<file path="src/rtl/raster_tile_sched.sv">
// -----------------------------------------------------------------------------
// raster_tile_sched
//
// Front-end scheduler for the rasterizer. Accepts one packed fp16 triangle at
// a time, launches the bounding-box unit, waits for the integer screen-space
// bounds and then walks every pixel of the box in row-major order towards the
// edge-function stage. Only one triangle is in flight at any time.
//
// Optional feature (compile-time macro RASTER_SCHED_WDT_EN):
//   When defined, a watchdog counts cycles spent in WAIT_BBOX. If no
//   bbox_valid shows up within WDT_CYCLES cycles the triangle is aborted with
//   a one-cycle tri_err pulse. When undefined, no counter is built, tri_err
//   is tied low and WAIT_BBOX waits indefinitely.
//
// Ports:
//   clk, rst                  clock, synchronous active-high reset
//   tri_valid/tri_ready       upstream triangle handshake
//   tri_data   [TRI_W]        packed triangle (3 vertices x 3 fp16 fields)
//   bbox_start                one-cycle launch pulse to the bbox unit
//   bbox_tri   [TRI_W]        triangle held stable to the bbox unit
//   bbox_valid                bbox result strobe (only honoured in WAIT_BBOX)
//   bbox_{x,y}_{min,max}      clamped integer bounds
//   px_valid/px_ready         downstream pixel handshake
//   px_x, px_y [COORD_W]      pixel coordinate
//   px_last                   current pixel is the final one of the triangle
//   tri_done                  one-cycle pulse, triangle fully scheduled
//   tri_err                   one-cycle pulse, triangle aborted by watchdog
// -----------------------------------------------------------------------------
module raster_tile_sched #(
  parameter int TRI_W      = 144,
  parameter int COORD_W    = 8,
  parameter int WDT_CYCLES = 64
) (
  input  logic               clk,
  input  logic               rst,
  input  logic               tri_valid,
  output logic               tri_ready,
  input  logic [TRI_W-1:0]   tri_data,
  output logic               bbox_start,
  output logic [TRI_W-1:0]   bbox_tri,
  input  logic               bbox_valid,
  input  logic [COORD_W-1:0] bbox_x_min,
  input  logic [COORD_W-1:0] bbox_x_max,
  input  logic [COORD_W-1:0] bbox_y_min,
  input  logic [COORD_W-1:0] bbox_y_max,
  output logic               px_valid,
  input  logic               px_ready,
  output logic [COORD_W-1:0] px_x,
  output logic [COORD_W-1:0] px_y,
  output logic               px_last,
  output logic               tri_done,
  output logic               tri_err
);

  typedef enum logic [2:0] {
    S_IDLE,
    S_LAUNCH,
    S_WAIT_BBOX,
    S_SCAN,
    S_DONE,
    S_ERR
  } state_t;

  state_t             state_q, state_d;
  logic [TRI_W-1:0]   tri_q, tri_d;
  logic [COORD_W-1:0] x_min_q, x_min_d;
  logic [COORD_W-1:0] x_max_q, x_max_d;
  logic [COORD_W-1:0] y_min_q, y_min_d;
  logic [COORD_W-1:0] y_max_q, y_max_d;
  logic [COORD_W-1:0] px_x_q, px_x_d;
  logic [COORD_W-1:0] px_y_q, px_y_d;
  logic               px_last_q, px_last_d;

  // Incremented coordinates kept at COORD_W so that the equality tests below
  // never see a widened value; the walk stops on equality before the
  // increment could wrap past 255.
  logic [COORD_W-1:0] px_x_inc, px_y_inc;
  assign px_x_inc = px_x_q + 1'b1;
  assign px_y_inc = px_y_q + 1'b1;

`ifdef RASTER_SCHED_WDT_EN
  localparam int CntW = (WDT_CYCLES > 1) ? $clog2(WDT_CYCLES) : 1;
  localparam logic [CntW-1:0] CntMax = CntW'(WDT_CYCLES - 1);
  logic [CntW-1:0] wdt_cnt_q, wdt_cnt_d;
`endif

  always_comb begin
    state_d   = state_q;
    tri_d     = tri_q;
    x_min_d   = x_min_q;
    x_max_d   = x_max_q;
    y_min_d   = y_min_q;
    y_max_d   = y_max_q;
    px_x_d    = px_x_q;
    px_y_d    = px_y_q;
    px_last_d = px_last_q;
`ifdef RASTER_SCHED_WDT_EN
    wdt_cnt_d = wdt_cnt_q;
`endif

    case (state_q)
      S_IDLE: begin
        if (tri_valid) begin
          tri_d   = tri_data;
          state_d = S_LAUNCH;
        end
      end

      S_LAUNCH: begin
`ifdef RASTER_SCHED_WDT_EN
        wdt_cnt_d = '0;
`endif
        state_d = S_WAIT_BBOX;
      end

      S_WAIT_BBOX: begin
        if (bbox_valid) begin
          x_min_d = bbox_x_min;
          x_max_d = bbox_x_max;
          y_min_d = bbox_y_min;
          y_max_d = bbox_y_max;
          if ((bbox_x_min > bbox_x_max) || (bbox_y_min > bbox_y_max)) begin
            // Empty or offscreen box: retire without issuing any pixel.
            state_d = S_DONE;
          end else begin
            px_x_d    = bbox_x_min;
            px_y_d    = bbox_y_min;
            px_last_d = (bbox_x_min == bbox_x_max) && (bbox_y_min == bbox_y_max);
            state_d   = S_SCAN;
          end
        end
`ifdef RASTER_SCHED_WDT_EN
        else if (wdt_cnt_q == CntMax) begin
          state_d = S_ERR;
        end else begin
          wdt_cnt_d = wdt_cnt_q + 1'b1;
        end
`endif
      end

      S_SCAN: begin
        if (px_ready) begin
          if ((px_x_q == x_max_q) && (px_y_q == y_max_q)) begin
            state_d = S_DONE;
          end else if (px_x_q == x_max_q) begin
            px_x_d    = x_min_q;
            px_y_d    = px_y_inc;
            px_last_d = (x_min_q == x_max_q) && (px_y_inc == y_max_q);
          end else begin
            px_x_d    = px_x_inc;
            px_last_d = (px_x_inc == x_max_q) && (px_y_q == y_max_q);
          end
        end
      end

      S_DONE:  state_d = S_IDLE;
      S_ERR:   state_d = S_IDLE;
      default: state_d = S_IDLE;
    endcase
  end

  always_ff @(posedge clk) begin
    if (rst) begin
      state_q   <= S_IDLE;
      tri_q     <= '0;
      x_min_q   <= '0;
      x_max_q   <= '0;
      y_min_q   <= '0;
      y_max_q   <= '0;
      px_x_q    <= '0;
      px_y_q    <= '0;
      px_last_q <= 1'b0;
    end else begin
      state_q   <= state_d;
      tri_q     <= tri_d;
      x_min_q   <= x_min_d;
      x_max_q   <= x_max_d;
      y_min_q   <= y_min_d;
      y_max_q   <= y_max_d;
      px_x_q    <= px_x_d;
      px_y_q    <= px_y_d;
      px_last_q <= px_last_d;
    end
  end

`ifdef RASTER_SCHED_WDT_EN
  always_ff @(posedge clk) begin
    if (rst) begin
      wdt_cnt_q <= '0;
    end else begin
      wdt_cnt_q <= wdt_cnt_d;
    end
  end
  assign tri_err = (state_q == S_ERR);
`else
  assign tri_err = 1'b0;
`endif

  // All control outputs are decoded from the registered state, so each pulse
  // lasts exactly one cycle and nothing combinational reaches the ports.
  assign tri_ready  = (state_q == S_IDLE);
  assign bbox_start = (state_q == S_LAUNCH);
  assign px_valid   = (state_q == S_SCAN);
  assign tri_done   = (state_q == S_DONE);
  assign bbox_tri   = tri_q;
  assign px_x       = px_x_q;
  assign px_y       = px_y_q;
  assign px_last    = px_last_q;

endmodule

</file>
<file path="config.mk">
export PLATFORM = sky130hd
export DESIGN_NAME = raster_tile_sched
export DESIGN_NICKNAME = d
export VERILOG_FILES = /design/src/rtl/raster_tile_sched.sv
export SDC_FILE = /design/constraint.sdc
export NUM_CORES = 1
export LEC_CHECK = 0
export CORE_ASPECT_RATIO = 1.2
export CORE_MARGIN = 3
export CORE_UTILIZATION = 43
export CTS_CLUSTER_SIZE = 20
export DETAILED_ROUTE_END_ITERATION = 10
export PLACE_DENSITY_LB_ADDON = 0.3
export RECOVER_POWER = 100
export SLEW_MARGIN = 40
export SYNTH_ARGS = -nofsm -noshare
export SYNTH_HDL_FRONTEND = slang
export SYNTH_SLANG_ARGS = --single-unit
</file>
<file path="constraint.sdc">
create_clock -name clk -period 4 [get_ports clk]
set_clock_uncertainty 0.15 [all_clocks]
set_input_delay 1.2 -clock clk [delete_from_list [all_inputs] [get_ports clk]]
set_output_delay 1.2 -clock clk [all_outputs]
set_load 0.02 [all_outputs]
</file>
======== Yosys cells after proc, flatten, opt, wreduce, memory -nomap -nowiden ========
Index checks and enable logic that the tools add are counted.
storage, ports and cells
  register bits after elaboration ......... 188
  input bits .............................. 181
  word-level logic and storage cells ...... 66
operators by class
  $add $sub $neg .......................... 2
  order comparisons ....................... 2
  equality and inequality tests ........... 18
  mux-type cells .......................... 24
  reductions and logical operators ........ 12
operators by type and width
  operator             number
  $mux 8               10
  $eq 8x8->1           7
  $pmux 8 s2           2
  $add 8x1->8 const B  2
  $gt 8x8->1           2
  $mux 3               5
  $pmux 3 s4           1
  $ne 2x2->1 const B   4
  $eq 3x2->1 const B   2
  $ne 2x1->1 const B   3
  $reduce_and 6->1     1
  $mux 1               5
  $reduce_and 5->1     1
  $logic_and 1x1->1    4
  $reduce_and 2->1     2
  $reduce_and 4->1     1
  $eq 3x1->1 const B   1
  $eq 3x3->1 const B   1
  $logic_not 3->1      1
  $pmux 1 s2           1
  $reduce_bool 2->1    1
  $logic_or 1x1->1     1

======== Longest topological paths before layout ========
Gate-level depths: netlist of the first run.
  word-level depth ........................ 7
  depth in mapped cells ................... 10
  mapped depth without buffers ............ 9

======== Worst setup path before layout of the first run ========
Ideal clock, no wire load.
  kind .................................... input to register
  from .................................... input port bbox_x_max[7]
  to ...................................... register px_last_q, in the netlist px_last
  setup time .............................. 132 ps
  arrival ................................. 3018 ps
  required time ........................... 3718 ps
  setup slack ............................. 700 ps
  stages on the path ...................... 10
  buffers on the path ..................... 1
  path through ............................ inv_1 > ha_1 > nand4_1 > or3_4 > nor2b_1 > a22oi_4 > a31oi_4 > buf_6 > nor4_2 > nor3_2
on the way
  cells in the longest elaborated chain, start to end .. 5
ends and longest elaborated chain
  what                                                line  text
  start, declared                                     43    input logic [COORD_W-1:0] bbox_x_max,
  branches (longest 5 deep; another with $gt 8x8->1)  --
  end signal, assigned                                182   px_last_q <= px_last_d;
  end, declared                                       72    logic px_last_q, px_last_d;
Several ways; the timed one is not identified. The select of a mux whose other input is x is not followed.
A chain may end at the register's enable or synchronous reset.

======== Final worst setup path of the first run ========
  from .................................... input port bbox_x_max[7]
  to ...................................... register px_y_q[2], in the netlist px_y[2]
on the way
  cells in the longest elaborated chain, start to end .. 4
ends and longest elaborated chain
  what                               line  text
  $gt 8x8->1                         122   if ((bbox_x_min > bbox_x_max) || (bbox_y_min > bbox_y_max)) begin
  $logic_or 1x1->1                   122
  $ne 2x2->1 (no source line)        --
  $reduce_and 6->1 (no source line)  --
  end signal, assigned               181   px_y_q <= px_y_d;
  end, declared                      71    logic [COORD_W-1:0] px_y_q, px_y_d;
Every way passes these cells.

==> impl_metrics.yaml, run 1 <==
outcome:
  outcome: "finished with violations"
  violations: "max-capacitance violations, max-slew violations"
sta:
  layout_min_cycle_time_ps: 3690
  fmax_mhz: 271
  relSlewSlack_pct: -14.5
  hold_violations: 0
  final.period_utilization_pct: 92.3
  tightestPinTransition_ps: 1720
  rsz0062_at_grt: "no"
  setup_viol: 0
  drv_slew: 42
  tns_ps: 0
clocking:
  htreeDepth: 4
  cts.path.max_buffers: 2
  hold_buffers: 0
  cts_tree: "done"
  root_buffer: "clkbuf_16"
  clkLatencyLatePin_ps: 430
  cts_setup_buffers: 0
  ctsResizeCount: 0
  cts.sinks: 188
  numCtsBuffers: 17
  clk_pin_slew_ps: 80
global_route:
  grt_pass1_wl_um: 40900
  grt_max_degree: 92
  grt_pass1_vias: 7691
  track_usage_pct: 25.4
  antenna_found_initial: 2
  grt-ovfl-total: 0
detailed_routing:
  ant_nets: 0
  wirelength_um: 26500
  wl_per_cell_um: 16.4
  drt-initial-drc-count: 596
  drcViolationCount: 0
  via_count: 8205
  first_pass_iters: 5
  vias_per_cell: 5.08
worst_setup_path:
  cp.required_ps: 4190
  path_max_fanout: 9
  crit_path_end_kind: "register"
  critPathKind: "in -> reg"
  critPathArrivalTime_ps: 3880
  crit_chain: "dlygate4sd3_1 > inv_1 > ha_1 > nand4_1 > or3_1 > nor2b_1 > a22oi_4 > a31o_1 > o21ai_0 > a221oi_2"
  cp-start-kind: "input pin"
  crit_slowest_cell: "dlygate4sd3_1"
  cpPeakStageDelay_ps: 550
  critPathTopFamily: "compound AO/OA/AOI/OAI gates"
  crit_buf_inv: 2
logic_synthesis:
  yosysTopAreaCellShare_pct: 46.7
  synth-seq-cells: 188
  syn_avg_cell_area_um2: 7.73
  synthTopCellsByArea: "dfxtp_1 47%, nand2_1 17%, a21oi_1 12%"
  syn-num-nets: 1241
  synth-edff-count: 0
  synth_flop_cell: "dfxtp_1"
  ys_seq_area_share_pct: 46.7
  synth-async-reset-ratio_pct: 0
  synth_cell_types: 54
  synth_top_cell_by_area: "dfxtp_1"
  syn_area_um2: 8060
  synthCells: 1042
  ys_warn_count: 0
cells_and_area:
  layout-drive-gt1-share_pct: 4.48
  filler_cell_count: 1503
  nets: 1547
  syn2layout_area_growth_pct: 52.4
placement:
  globalplace.congestion: 0.938
  portBuffers: 345
  dp_hpwl_um: 19400
pwr:
  power_density_nw_per_um2: 582
  power_mw: 7.15
  p_leak_nw: 5.17
  ir_drop_uv: 309
floorplan:
  rows: 54
  initial_core_util_pct: 44.0
  fp.coreArea_um2: 18300
  die_area_um2: 20400
  io_pins: 347
  die_h_um: 156
  die_width_um: 131
job:
  cap_violations: 1
hold_path:
  hold_class: "reg -> reg"
## metrics by stage
stage	instance area (µm²)	instances	hold WS, ps	worst slack, ps	utilization, %
floorplan	8060	1042	298	700	-
global placement	11700	1581	290	25.0	63.8
detailed placement	11700	1581	295	-84.8	63.9
CTS	12300	1613	306	376	67.2
global route	12300	1614	314	148	67.1
finish	12300	1614	299	307	67.1
## routing by layer
layer	up-vias	GRT usage, %	share of wire (%)
li1	4056	-	-
met1	3792	29.6	38
met2	310	43.4	51
met3	45	8.18	8.0
met4	2	8.72	2.6
met5	-	0	0.041
## registers in the layout, summed over array words and instances (netlist names)
name / flops
bbox_tri: 144
px_last: 1
px_x: 8
px_y: 8
state_q: 3
x_max_q: 8
x_min_q: 8
y_max_q: 8
## area by class of cell
class                           count  area, µm²  share of cell area, %
Antenna cell                        1       2.50                 0.0204
Clock buffer                       19        443                   3.61
Clock inverter                     13        175                   1.43
Inverter                           23       86.3                  0.703
Multi-Input combinational cell    756       3860                   31.5
Sequential cell                   188       3760                   30.7
Tap cell                          252        315                   2.57
Timing Repair Buffer              362       3630                   29.6
## Yosys cell counts (3+ instances only)
master,n
buf_2,16
ha_1,18
nand4_1,7
mux2i_1,13
nor3_1,7
and3_1,3
nor4_2,3
a211oi_1,3
o21ai_1,8
nor4_1,3
inv_1,22
nand2_1,369
nand3_1,10
o22ai_1,3
nor2b_1,4
nor2_1,23
a21oi_1,190
clkbuf_1,55
a31oi_1,5
xor2_1,20
xnor2_1,20
dfxtp_1,188
o21ai_0,11
## worst register-to-register path: stages, from the launching register on
cell     delay (ps)
dfxtp_1         400
nor3_1          200
buf_4           170
and2_1         1280
buf_12          350
nand2_1         140
a21oi_1         140
## cells by family (layout without fill, tap and decap cells)
group	after synthesis	after routing	synth area share (%)
flops	188	188	46.7
buf+inv	98	417	5.09
mux	13	13	1.62
fa+ha+maj	18	18	2.80
xor+xnor	40	40	4.35
simple gates	445	445	22.8
compound gates	239	239	16.6
other cells	1	2	0.0465
## worst paths after layout
| kind | slack, ps | end | cells past startpoint | startpoint |
|---|---|---|---|---|
| worst max-delay path | 310 | px_y[2] | 10 | bbox_x_max[7] |
| worst min-delay path | 300 | bbox_tri[121] | 2 | bbox_tri[121] |
| worst max register to register | 1110 | bbox_tri[49] | 6 | state_q[0] |
| worst min register to register | 300 | bbox_tri[121] | 2 | bbox_tri[121] |
## cell usage in the layout (no fill, tap or decap), types with 18 or more instances in the layout
cell type / Yosys / routed
nor2_1: 23 / 23
a21oi_1: 190 / 190
xor2_1: 20 / 20
dlygate4sd3_1: 0 / 168
xnor2_1: 20 / 20
nand2_1: 369 / 368
dfxtp_1: 188 / 188
inv_1: 22 / 22
ha_1: 18 / 18
clkdlybuf4s50_1: 0 / 176
## where the power goes
group	total [mW]	switching, mW	internal, mW
Sequential	2.47	0.236	2.23
Clock	1.78	0.805	0.972
Combinational	2.91	1.76	1.15
Total	7.15	2.80	4.35
Power figures use the tool's default switching activity.
==> run 2: changes to the inputs <==
--- a/config.mk
+++ b/config.mk
@@ -10,6 +10,7 @@
 export CORE_UTILIZATION = 43
 export CTS_CLUSTER_SIZE = 20
 export DETAILED_ROUTE_END_ITERATION = 10
+export GPL_TIMING_DRIVEN = 0
 export PLACE_DENSITY_LB_ADDON = 0.3
 export RECOVER_POWER = 100
 export SLEW_MARGIN = 40
==> impl_metrics.yaml, run 2 (synthesis gave the netlist of run 1 again) <==
pwr:
  ir_drop_uv: 353
  power_density_nw_per_um2: 584
  swShare_pct: 39.5
  switchingPower_mw: 2.86
  p_comb_share_pct: 41.3
  p_clk_share_pct: 25.1
  power_mw: 7.25
  power_frac_seq_pct: 33.6
  p_int_mw: 4.39
  p_leak_nw: 5.20
worst_setup_path:
  cpPeakStageDelay_ps: 530
  crit_buf_inv: 3
  critPathTopFamily: "simple AND/OR/NAND/NOR gates"
  path_max_fanout: 10
  crit_path_end_kind: "register"
  critPathArrivalTime_ps: 3950
  cp.required_ps: 4140
  cp-start-kind: "input pin"
  rrSetupSlack_ps: 1010
  worstReg2RegEnd: "bbox_tri[32]"
  critPathKind: "in -> reg"
  reg2reg_depth: 8
  timing.rr.start: "state_q[2]"
  crit_chain: "clkdlybuf4s50_1 > inv_1 > ha_1 > nand4_1 > or3_1 > nor2b_1 > a22oi_4 > a31oi_4 > buf_6 > nor4_2 > nor3_2"
  crit_slowest_cell: "clkdlybuf4s50_1"
placement:
  dpl_cell_area_um2: 11800
  dp_hpwl_um: 22100
  globalplace.congestion: 0.975
  portBuffers: 344
sta:
  rsz0062_at_grt: "no"
  hold_violations: 0
  final.period_utilization_pct: 95.2
  relSlewSlack_pct: 18.6
  hold_ws_ps: 300
  fmax_mhz: 262
  drv_slew: 0
  tightestPinTransition_ps: 1210
  layout_min_cycle_time_ps: 3810
  setup_viol: 0
cells_and_area:
  filler_cell_count: 1538
  finish.instance_area_um2: 12400
  mostFrequentLayoutCell: "nand2_1"
  seqCellArea_um2: 3760
  syn2layout_area_growth_pct: 54.0
  layout-drive-gt1-share_pct: 3.74
  final_cell_mix: "369 x nand2_1, 190 x a21oi_1, 188 x dfxtp_1"
  multiInputGateArea_um2: 3860
  nets: 1603
  largest_reg_flops: 144
clocking:
  hold_buffers: 0
  numCtsBuffers: 17
  root_buffer: "clkbuf_16"
  clk_pin_slew_ps: 70
  htreeDepth: 4
  clkLatencyLatePin_ps: 430
  cts.sinks: 188
  cts.path.max_buffers: 2
  cts_tree: "done"
hold_path:
  whs_endpoint: "bbox_tri[83]"
  hold_path_depth: 2
  hold_class: "reg -> reg"
  hp-start: "bbox_tri[83]"
floorplan:
  rows: 54
  io_pins: 347
  die_area_um2: 20400
  die_width_um: 131
  die_h_um: 156
  initial_core_util_pct: 44.0
  fp.coreArea_um2: 18300
detailed_routing:
  wirelength_um: 28800
  first_pass_iters: 6
  via_count: 8498
  ant_nets: 0
  drt-initial-drc-count: 472
  vias_per_cell: 5.09
  drcViolationCount: 0
  wl_per_cell_um: 17.3
outcome:
  outcome: "completed"
global_route:
  grt_pass1_wl_um: 43300
  grt_max_degree: 18
  track_usage_pct: 27.4
  antenna_found_initial: 2
  grt_pass1_vias: 8297
  grt-ovfl-total: 0
job:
  cap_violations: 0
## run 2: cell count changes in the layout (fill, tap and decap cells not counted), moves of 2 or more
cell / delta
buf_12: -4
buf_2: +7
clkdlybuf4s50_1: +2
clkbuf_1: +63
buf_4: -10
dlygate4sd3_1: -2
## run 2: worst max path at each step
stage	depth (start not counted)	slack [ps]	endpoint	from
after global placement	11	-120	px_last	bbox_x_max[7]
after global routing	11	120	px_last	bbox_x_max[7]
after floorplan	10	700	px_last	bbox_x_max[7]
after CTS	6	40	px_valid	state_q[1]
final	11	190	px_last	bbox_x_max[7]
after detailed placement	11	-130	px_last	bbox_x_max[7]
## run 2: power groups by stage
stage,Clock [mW],Sequential [mW],Combinational [mW]
after floorplan,0,2.84,1.38
after global placement,0,2.47,3.09
after detailed placement,0,2.49,3.12
after CTS,1.84,2.45,3.14
after global routing,1.91,2.48,3.25
final,1.82,2.44,3.00
## run 2: layout make-up
type	instances	share of cell area, %
sequential	188	30.3
timing repair buffer	344	27.7
clock inverter	12	1.43
clock buffer	20	3.60
tap	252	2.54
multi-input combinational	756	31.1
antenna	2	0.0403
inverter	23	0.696
buffer	74	2.50
## run 2: per-layer routing
metal	global-route usage (%)	vias to the layer above	share of wire [%]
li1	-	4164	-
met1	30.3	3917	37
met2	46.5	343	50
met3	9.86	74	8.7
met4	12.3	0	4.2
met5	0	-	0
## run 2: worst reg2reg max path: stages, from the launching register on
cell	delay (ps)
dfxtp_1	290
buf_2	150
nor3_1	430
and2_0	190
clkbuf_1	480
clkbuf_1	430
clkbuf_1	460
nand2_1	160
a21oi_1	170
## run 2: metrics by stage
| stage | setup WS [ps] | instances | util [%] | setup TNS [ps] |
|---|---|---|---|---|
| final | 190 | 1671 | 67.8 | 0 |
| after global routing | 125 | 1671 | 67.8 | 0 |
| after CTS | 36.3 | 1670 | 67.9 | 0 |
| after detailed placement | -128 | 1638 | 64.5 | -269 |
| after global placement | -122 | 1638 | 64.5 | -186 |
| after floorplan | 700 | 1042 | - | 0 |
## run 2: repair_timing
item / 4_1_cts / 5_1_grt
setup buffers: 0 / 0
setup endpoints to repair: 0 / 1
resized for setup: 0 / 0
==> run 3: changes to the inputs <==
==> constraint.sdc (replaced) <==
create_clock -name clk -period 4.17 [get_ports clk]
set_clock_uncertainty 0.15 [all_clocks]
set_input_delay 1.251 -clock clk [delete_from_list [all_inputs] [get_ports clk]]
set_output_delay 1.251 -clock clk [all_outputs]
set_load 0.02 [all_outputs]
==> impl_metrics.yaml, run 3 (synthesis gave the netlist of run 1 again) <==
global_route:
  grt_max_degree: 18
  grt-ovfl-total: 0
  grt_pass1_wl_um: 43300
  track_usage_pct: 27.4
  grt_pass1_vias: 8297
  antenna_found_initial: 2
pwr:
  p_leak_nw: 5.20
  power_density_nw_per_um2: 560
  ir_drop_uv: 338
floorplan:
  rows: 54
  initial_core_util_pct: 44.0
  die_area_um2: 20400
  io_pins: 347
  fp.coreArea_um2: 18300
  die_h_um: 156
  die_width_um: 131
cells_and_area:
  finish.instance_area_um2: 12400
  layout-drive-gt1-share_pct: 3.74
  multiInputGateArea_um2: 3860
  mostFrequentLayoutCell: "nand2_1"
  seqCellArea_um2: 3760
  finalNonFillerCells: 1671
  final_cell_mix: "369 x nand2_1, 190 x a21oi_1, 188 x dfxtp_1"
  largest_reg_flops: 144
  nets: 1603
  syn2layout_area_growth_pct: 54.0
  filler_cell_count: 1538
sta:
  tns_ps: 0
  rsz0062_at_grt: "no"
  layout_min_cycle_time_ps: 3930
  relSlewSlack_pct: 18.6
  fmax_mhz: 254
  hold_violations: 0
  tightestPinTransition_ps: 1210
  drv_slew: 0
  final.period_utilization_pct: 94.3
  setup_viol: 0
worst_setup_path:
  rrSetupSlack_ps: 1180
  cp.required_ps: 4310
  critPathArrivalTime_ps: 4070
  path_max_fanout: 10
  cp-start-kind: "input pin"
  critPathKind: "in -> reg"
  crit_path_end_kind: "register"
detailed_routing:
  drcViolationCount: 0
  ant_nets: 0
  via_count: 8497
  wl_per_cell_um: 17.3
  vias_per_cell: 5.08
  wirelength_um: 28800
  drt-initial-drc-count: 472
  first_pass_iters: 6
clocking:
  htreeDepth: 4
  root_buffer: "clkbuf_16"
  cts_setup_buffers: 0
  cts_tree: "done"
  ctsResizeCount: 0
  cts.path.max_buffers: 2
  clkLatencyLatePin_ps: 430
  cts.sinks: 188
  numCtsBuffers: 17
  hold_buffers: 0
  clk_pin_slew_ps: 70
placement:
  portBuffers: 344
  placedCellCount: 1638
  dpl_cell_area_um2: 11800
  globalplace.congestion: 0.975
  dp_hpwl_um: 22100
outcome:
  outcome: "completed"
job:
  cap_violations: 0
hold_path:
  hold_class: "reg -> reg"
==> run 3: changes by cell type in the layout (fill, tap and decap cells not counted) <==
cell / delta
clkdlybuf4s50_1: -1
dlygate4sd3_1: +1
==> run 3: report_power, final <==
| group | internal, mW | leakage [nW] | total (mW) | switching (mW) |
|---|---|---|---|---|
| clock network | 0.984 | 0.303 | 1.74 | 0.760 |
| registers | 2.14 | 1.54 | 2.34 | 0.198 |
| logic | 1.09 | 3.36 | 2.87 | 1.79 |
==> run 3: critical path: stages <==
cell and delay, ps:
dlygate4sd3_1 600, inv_1 70, ha_1 310, nand4_1 180, or3_1 490, nor2b_1 190, a22oi_4 240, a31oi_4 130
buf_6 230, nor4_2 290, nor3_2 70
==> run 3: path summary, 6_finish.rpt <==
kind	startpoint	endpoint	cells past startpoint
setup / recovery	bbox_x_max[7]	px_last	11
hold / removal	bbox_tri[83]	bbox_tri[83]	2
setup reg to reg	state_q[2]	bbox_tri[32]	8
hold reg to reg	bbox_tri[83]	bbox_tri[83]	2
==> run 3: final cells by class <==
class / instances / area share [%]
clock buffers: 20 / 3.60
diodes: 2 / 0.0403
flip-flops and latches: 188 / 30.3
multi-input cells: 756 / 31.1
repair buffers: 344 / 27.7
plain buffers: 74 / 2.50
well taps: 252 / 2.54
inverters: 23 / 0.696
clock inverters: 12 / 1.43
==> run 3: layer usage <==
metal,share of wire [%],global-route usage (%)
met5,0,0
met4,4.2,12.3
met3,8.7,9.86
met2,50,46.5
met1,37,30.3
==> run 3: stage by stage <==
stage / hold WS [ps] / power [mW] / setup WS, ps / util, %
after floorplan: 298 / 4.06 / 819 / -
after global placement: 290 / 5.33 / -3.36 / 64.5
after detailed placement: 296 / 5.38 / -9.10 / 64.5
after CTS: 305 / 7.12 / 155 / 67.9
after global routing: 318 / 7.33 / 171 / 67.8
final: 300 / 6.95 / 237 / 67.8
